[config.mk]
export PLATFORM = sky130hd
export DESIGN_NAME = tuner_phy_peak_detect
export DESIGN_NICKNAME = d
export VERILOG_FILES = /design/src/rtl/tuner_phy_pkg.sv /design/src/rtl/tuner_phy_pwr_avg.sv /design/src/rtl/tuner_phy_peak_detect.sv
export SDC_FILE = /design/constraint.sdc
export NUM_CORES = 1
export LEC_CHECK = 0
export BUFFER_PORTS_ARGS = -buffer_cell sky130_fd_sc_hd__buf_2
export CAP_MARGIN = 5
export CORE_MARGIN = 2
export CORE_UTILIZATION = 50
export CTS_BUF_LIST = sky130_fd_sc_hd__clkbuf_4 sky130_fd_sc_hd__clkbuf_8
export CTS_CLUSTER_SIZE = 25
export DETAILED_ROUTE_END_ITERATION = 7
export HOLD_SLACK_MARGIN = 0.02
export PLACE_DENSITY = 0.83
export RECOVER_POWER = 50
export SLEW_MARGIN = 20
export SYNTH_ARGS = -nofsm -noshare
export SYNTH_HDL_FRONTEND = slang
export SYNTH_SLANG_ARGS = --single-unit
[constraint.sdc]
create_clock -name clk -period 9.1 [get_ports clk]
set_clock_uncertainty 0.15 [all_clocks]
set_input_delay 1.82 -clock clk [delete_from_list [all_inputs] [get_ports clk]]
set_output_delay 1.82 -clock clk [all_outputs]
set_load 0.01 [all_outputs]
[src/rtl/tuner_phy_pkg.sv]
// Shared tuner PHY types: power-detect FSM state and detect request mode.
package tuner_phy_pkg;

    typedef enum logic [2:0] {
        DETECT_IDLE   = 3'd0,
        DETECT_WAIT   = 3'd1,
        DETECT_ACTIVE = 3'd2,
        DETECT_DONE   = 3'd3
    } tuner_phy_detect_state_e;

    typedef enum logic {
        PWR_READ   = 1'b0,
        PWR_DETECT = 1'b1
    } tuner_phy_detect_if_state_e;

endpackage

[src/rtl/tuner_phy_pwr_avg.sv]
// Boxcar accumulator over 2^AVG_LOG2 power samples. The averaged point is presented
// combinationally alongside the sample that completes the group.
module tuner_phy_pwr_avg #(
    parameter int unsigned PWR_W    = 16,
    parameter int unsigned CODE_W   = 10,
    parameter int unsigned AVG_LOG2 = 2
) (
    input  logic              clk,
    input  logic              rst_n,
    input  logic              clr_i,
    input  logic              valid_i,
    input  logic [PWR_W-1:0]  pwr_i,
    input  logic [CODE_W-1:0] code_i,
    output logic              avg_valid_o,
    output logic [PWR_W-1:0]  avg_o,
    output logic [CODE_W-1:0] avg_code_o
);

    localparam int unsigned SUM_W    = PWR_W + AVG_LOG2;
    localparam int unsigned CNT_W    = (AVG_LOG2 > 0) ? AVG_LOG2 : 1;
    localparam int unsigned GRP_LAST = (1 << AVG_LOG2) - 1;

    logic [CNT_W-1:0] cnt_q, cnt_d;
    logic [SUM_W-1:0] sum_q, sum_d;
    logic [SUM_W-1:0] sum_full;
    logic             last;

    assign sum_full = sum_q + SUM_W'(pwr_i);
    assign last     = (cnt_q == CNT_W'(GRP_LAST));

    // Group bookkeeping; a clear drops any partial group
    always_comb begin
        cnt_d = cnt_q;
        sum_d = sum_q;
        if (clr_i) begin
            cnt_d = '0;
            sum_d = '0;
        end else if (valid_i) begin
            if (last) begin
                cnt_d = '0;
                sum_d = '0;
            end else begin
                cnt_d = cnt_q + CNT_W'(1);
                sum_d = sum_full;
            end
        end
    end

    always_ff @(posedge clk or negedge rst_n) begin
        if (!rst_n) begin
            cnt_q <= '0;
            sum_q <= '0;
        end else begin
            cnt_q <= cnt_d;
            sum_q <= sum_d;
        end
    end

    assign avg_valid_o = valid_i && last && !clr_i;
    assign avg_o       = PWR_W'(sum_full >> AVG_LOG2);
    assign avg_code_o  = code_i;

endmodule

[src/rtl/tuner_phy_peak_detect.sv]
// Power-detect stage: settles, averages power samples, then returns a single reading
// or the first hysteresis-qualified resonance peak, held until acknowledged.
module tuner_phy_peak_detect
    import tuner_phy_pkg::*;
#(
    parameter int unsigned PWR_W      = 16,
    parameter int unsigned CODE_W     = 10,
    parameter int unsigned AVG_LOG2   = 2,
    parameter int unsigned SETTLE_CYC = 16,
    parameter int unsigned PTS_W      = 10
) (
    input  logic                       clk,
    input  logic                       rst_n,
    input  logic                       start_i,
    input  logic                       abort_i,
    input  tuner_phy_detect_if_state_e mode_i,
    input  logic [PWR_W-1:0]           thresh_i,
    input  logic [PTS_W-1:0]           max_pts_i,
    input  logic                       pwr_valid_i,
    input  logic [PWR_W-1:0]           pwr_i,
    input  logic [CODE_W-1:0]          code_i,
    input  logic                       ack_i,
    output logic [2:0]                 state_o,
    output logic                       busy_o,
    output logic                       done_o,
    output logic                       found_o,
    output logic [PWR_W-1:0]           peak_pwr_o,
    output logic [CODE_W-1:0]          peak_code_o
);

    localparam int unsigned SET_W = (SETTLE_CYC > 1) ? $clog2(SETTLE_CYC) : 1;

    tuner_phy_detect_state_e    state_q, state_d;
    tuner_phy_detect_if_state_e mode_q, mode_d;
    logic [PWR_W-1:0]  thresh_q, thresh_d;
    logic [PTS_W-1:0]  max_pts_q, max_pts_d;
    logic [SET_W-1:0]  settle_q, settle_d;
    logic [PTS_W-1:0]  pts_q, pts_d;
    logic [PWR_W-1:0]  max_q, max_d;
    logic [CODE_W-1:0] max_code_q, max_code_d;
    logic [PWR_W-1:0]  min_q, min_d;
    logic              armed_q, armed_d;
    logic              busy_q, busy_d;
    logic              done_q, done_d;
    logic              found_q, found_d;
    logic [PWR_W-1:0]  peak_pwr_q, peak_pwr_d;
    logic [CODE_W-1:0] peak_code_q, peak_code_d;

    logic              avg_clr;
    logic              avg_valid;
    logic [PWR_W-1:0]  avg;
    logic [CODE_W-1:0] avg_code;

    logic [PWR_W-1:0]  pt_max;
    logic [CODE_W-1:0] pt_max_code;
    logic [PWR_W-1:0]  pt_min;
    logic              pt_armed;
    logic              pt_peak;
    logic [PTS_W-1:0]  pt_cnt;
    logic              pt_limit;

    assign avg_clr = abort_i || (state_q != DETECT_ACTIVE);

    tuner_phy_pwr_avg #(
        .PWR_W    (PWR_W),
        .CODE_W   (CODE_W),
        .AVG_LOG2 (AVG_LOG2)
    ) u_pwr_avg (
        .clk         (clk),
        .rst_n       (rst_n),
        .clr_i       (avg_clr),
        .valid_i     (pwr_valid_i),
        .pwr_i       (pwr_i),
        .code_i      (code_i),
        .avg_valid_o (avg_valid),
        .avg_o       (avg),
        .avg_code_o  (avg_code)
    );

    // Per-point tracking: strict max keeps the earliest code on ties; arming sees updated min/max
    always_comb begin
        pt_max      = max_q;
        pt_max_code = max_code_q;
        pt_min      = min_q;
        if (avg > max_q) begin
            pt_max      = avg;
            pt_max_code = avg_code;
        end
        if (avg < min_q) begin
            pt_min = avg;
        end
        pt_armed = armed_q || ((pt_max - pt_min) >= thresh_q);
        pt_peak  = pt_armed && ((pt_max - avg) >= thresh_q);
        pt_cnt   = pts_q + PTS_W'(1);
        pt_limit = (pt_cnt == max_pts_q);
    end

    always_comb begin
        state_d     = state_q;
        mode_d      = mode_q;
        thresh_d    = thresh_q;
        max_pts_d   = max_pts_q;
        settle_d    = settle_q;
        pts_d       = pts_q;
        max_d       = max_q;
        max_code_d  = max_code_q;
        min_d       = min_q;
        armed_d     = armed_q;
        found_d     = found_q;
        peak_pwr_d  = peak_pwr_q;
        peak_code_d = peak_code_q;

        if (abort_i) begin
            state_d = DETECT_IDLE;
        end else begin
            unique case (state_q)
                DETECT_IDLE: begin
                    if (start_i) begin
                        state_d     = DETECT_WAIT;
                        mode_d      = mode_i;
                        thresh_d    = thresh_i;
                        max_pts_d   = max_pts_i;
                        settle_d    = '0;
                        pts_d       = '0;
                        max_d       = '0;
                        max_code_d  = '0;
                        min_d       = '1;
                        armed_d     = 1'b0;
                        found_d     = 1'b0;
                        peak_pwr_d  = '0;
                        peak_code_d = '0;
                    end
                end
                DETECT_WAIT: begin
                    settle_d = settle_q + SET_W'(1);
                    if (settle_q == SET_W'(SETTLE_CYC - 1)) begin
                        state_d = DETECT_ACTIVE;
                    end
                end
                DETECT_ACTIVE: begin
                    if (avg_valid) begin
                        if (mode_q == PWR_READ) begin
                            state_d     = DETECT_DONE;
                            found_d     = 1'b1;
                            peak_pwr_d  = avg;
                            peak_code_d = avg_code;
                        end else begin
                            max_d      = pt_max;
                            max_code_d = pt_max_code;
                            min_d      = pt_min;
                            armed_d    = pt_armed;
                            pts_d      = pt_cnt;
                            if (pt_peak || pt_limit) begin
                                state_d     = DETECT_DONE;
                                found_d     = pt_peak;
                                peak_pwr_d  = pt_max;
                                peak_code_d = pt_max_code;
                            end
                        end
                    end
                end
                DETECT_DONE: begin
                    if (ack_i) begin
                        state_d = DETECT_IDLE;
                    end
                end
                default: state_d = DETECT_IDLE;
            endcase
        end

        busy_d = (state_d != DETECT_IDLE);
        done_d = (state_d == DETECT_DONE);
    end

    always_ff @(posedge clk or negedge rst_n) begin
        if (!rst_n) begin
            state_q     <= DETECT_IDLE;
            mode_q      <= PWR_READ;
            thresh_q    <= '0;
            max_pts_q   <= '0;
            settle_q    <= '0;
            pts_q       <= '0;
            max_q       <= '0;
            max_code_q  <= '0;
            min_q       <= '0;
            armed_q     <= 1'b0;
            busy_q      <= 1'b0;
            done_q      <= 1'b0;
            found_q     <= 1'b0;
            peak_pwr_q  <= '0;
            peak_code_q <= '0;
        end else begin
            state_q     <= state_d;
            mode_q      <= mode_d;
            thresh_q    <= thresh_d;
            max_pts_q   <= max_pts_d;
            settle_q    <= settle_d;
            pts_q       <= pts_d;
            max_q       <= max_d;
            max_code_q  <= max_code_d;
            min_q       <= min_d;
            armed_q     <= armed_d;
            busy_q      <= busy_d;
            done_q      <= done_d;
            found_q     <= found_d;
            peak_pwr_q  <= peak_pwr_d;
            peak_code_q <= peak_code_d;
        end
    end

    assign state_o     = state_q;
    assign busy_o      = busy_q;
    assign done_o      = done_q;
    assign found_o     = found_q;
    assign peak_pwr_o  = peak_pwr_q;
    assign peak_code_o = peak_code_q;

endmodule
==> results.tsv <==
stage	metric	value	unit
setup_path	criticalPathCategory	in -> reg	
synth	yosys.area.top_type	dfrtp_1	
power_and_ir_drop	p_int	1.14	mW
power_and_ir_drop	p_total	1.70	mW
placement	gp_congestion	0.977	
run	maxCapViolations	2	
final_layout	antenna_cells	0	
route	wirelength	27.4	mm
sta	maxSlewViolCount	139	
final_layout	final_cells	1528	
sta	final.period_utilization	104	%
clock_tree	htreeDepth	4	
synth	postSynthCellCount	1036	
synth	ys_seq_elements	136	
sta	rsz0062_at_grt	true	
setup_path	cp_slowest_cell	o31a_2	
route	final_antenna_net_count	0	
route	drcViolationCount	0	
final_layout	drive_above_1_share	28.5	%
power_and_ir_drop	p_seq_share	38.2	%
placement	dpl.hpwl	19.2	mm
final_layout	syn2layout_area_growth	26.8	%
placement	place_area	11400	sq um
sta	hold_slack	348	ps
route	drt_iter0_drc	770	
die	die-area	20500	sq um
die	boundaryPins	91	
synth	synth_area_per_cell	9.33	sq um
setup_path	cp.required	9290	ps
run_status	violations	capacitance limit, slew limit, setup timing	
global_route	grt_max_degree	73	
die	initial_core_util	51.3	%
synth	synth_most_common_cell	dfrtp_1	
route	dr.pass1.iters	7	
global_route	grt_pass1_vias	8806	
setup_path	end_kind	register	
die	die-width	143	microns
synth	yosysWarnings	0	
setup_path	critPathMaxFanout	7	
synth	syn_nets	1210	
die	die_y	143	microns
synth	yosysTopAreaCellShare	35.2	%
sta	setup_tns	-9580	ps
sta	finalSetupViolations	27	
power_and_ir_drop	power.leakage	5.95	nW
die	rows	50	
power_and_ir_drop	p_sw_share	32.9	%
setup_path	worst_setup_path_start_kind	primary input	
clock_tree	cts_buffers	17	
synth	synth_cell_type_count	64	
sta	slew_headroom	-153	%
setup_path	slowest_delay	410	ps
synth	synth_edf_count	0	
placement	portBuffers	90	
sta	fmax	0.105	GHz
clock_tree	clockBufferDepth	2	
synth	synthTopCellsByArea	dfrtp_1 (35%), ha_1 (14%), mux2_2 (6.1%), xnor2_1 (3.9%), o21ai_0 (3.8%)	
sta	fin_crit	9510	ps
clock_tree	cts_sinks	136	
global_route	grt_pass1_wl	43.6	mm
power_and_ir_drop	pwr-share-clk	30.4	%
clock_tree	postCtsHoldBufs	0	
sta	postLayoutSetupSlackWorst	-408	ps
synth	synthesis.area	9670	sq um
setup_path	cp_common_cell	a21oi_2	
clock_tree	cts_root_buf	clkbuf_8	
power_and_ir_drop	vdd_ir_drop_max	0.110	mV
placement	pre_cts_ws	-803	ps
clock_tree	cts_tree	done	
min_path	hp-class	reg -> reg	
die	fp.coreArea	18800	sq um
synth	synth-async-reset-ratio	100	%
power_and_ir_drop	switching_power	0.559	mW
clock_tree	clk_pin_slew_worst_paths	80	ps
sta	worst_slew_pin_slew	3800	ps
setup_path	arrival	9700	ps
global_route	grtUsageTotal	26.9	%
global_route	antenna_found_initial	0	
synth	synth_common_cells	dfrtp_1 (136), ha_1 (112), inv_1 (93)	
synth	yosysSeqAreaShare	35.2	%
route	routedWlPerCell	17.9	microns
final_layout	nets	1429	
route	via_per_inst	5.82	
sta	hold_viol_final	0	
clock_tree	insertion_delay	470	ps
route	via_count	8892	
global_route	grt_overflow_total	0	
power_and_ir_drop	powerDensity	139	nW/um^2
run_status	status	finished with violations	
placement	dp_cells	1472	
final_layout	utilization	65.1	%
final_layout	design_area	12300	sq um
power_and_ir_drop	power_frac_comb	31.4	%
synth	synth_flop_cell	dfrtp_1	
layout by cell type, fill, tap and decap left out, drive strengths merged, types with 4 or more instances in the layout:
cell / instances
clkbuf: 52
mux2: 52
or2: 4
a211oi: 18
o21bai: 7
and3: 6
a22o: 19
nor2b: 12
dfrtp: 136
ha: 112
buf: 205
a22oi: 12
o22a: 5
o21a: 7
clkinv: 4
xor2: 15
nand4: 6
o31ai: 9
a21oi: 63
xnor2: 43
nand2: 88
a21o: 18
inv: 97
o21ai: 75
nor2: 64
and2: 5
nand3: 17
nand2b: 10
o22ai: 10
mux2i: 25
o2111ai: 4
nor3: 18
metal layers:
| layer | global-route usage [%] | wire length, microns | up-vias |
|---|---|---|---|
| li1 | - | - | 4125 |
| met2 | 44.3 | 13300 | 394 |
| met3 | 3.42 | 1800 | 77 |
| met1 | 35.1 | 11200 | 4296 |
| met5 | 0 | 0 | - |
| met4 | 12.8 | 1120 | 0 |
cell families (layout without fill, tap and decap cells):
family | count (synthesis) | after routing | synth area share, %
AOI/OAI and AO/OA | 278 | 278 | 19.0
other | 1 | 1 | 0.0388
buffers and inverters | 131 | 363 | 5.28
adders and majority gates | 115 | 115 | 15.1
and+or+nand+nor | 240 | 240 | 11.4
xor gates and xnor gates | 58 | 58 | 5.25
DFF | 136 | 136 | 35.2
muxes | 77 | 77 | 8.64
power groups by stage:
stage | Combinational [mW] | Sequential, mW | Clock (mW)
finish | 0.534 | 0.650 | 0.516
global route | 0.590 | 0.653 | 0.545
CTS | 0.513 | 0.650 | 0.515
detailed placement | 0.490 | 0.662 | 0
global placement | 0.473 | 0.660 | 0
floorplan | 0.324 | 0.656 | 0
final timing paths:
kind | start | to | slack, ps | cells after the start
setup / recovery | pwr_i[0] | peak_pwr_o[2] | -410 | 43
hold / removal | u_pwr_avg.sum_q[10] | u_pwr_avg.sum_q[10] | 350 | 2
setup reg to reg | u_pwr_avg.sum_q[0] | peak_pwr_o[2] | 600 | 42
hold reg to reg | u_pwr_avg.sum_q[10] | u_pwr_avg.sum_q[10] | 350 | 2
max in group asynchronous | rst_n | peak_pwr_o[13] | 3120 | 2
min in group asynchronous | rst_n | thresh_q[10] | 2510 | 1
registers in the layout, summed over array words and instances, names as in the netlist, 16 cells and up:
name and count:
max_q 16, min_q 16, thresh_q 16, u_pwr_avg.sum_q 18, peak_pwr_o 16
final cells by class:
class                      count  area (sq um)
multi-input combinational    769          6190
timing repair buffer         238          1600
fill                        1345          6570
clock inverter                13           145
sequential                   136          3400
clock buffer                  19           249
tap                          260           325
inverter                      93           352
critical path, delay by kind of cell:
| family | cells | cell delay [ps] |
|---|---|---|
| xor+xnor | 2 | 260 |
| buf+inv | 7 | 800 |
| compound gates | 22 | 4070 |
| simple gates | 4 | 440 |
| fa+ha+maj | 6 | 1760 |
| mux | 2 | 560 |
repair_timing:
action	CTS	global route
endpoints found under the setup margin	28	29
setup buffers	12	11
hold endpoints to repair	0	0
resized for setup	51	27
pin swaps	41	34
gates cloned	2	0
No activity file was read; power rests on OpenSTA's default activity.
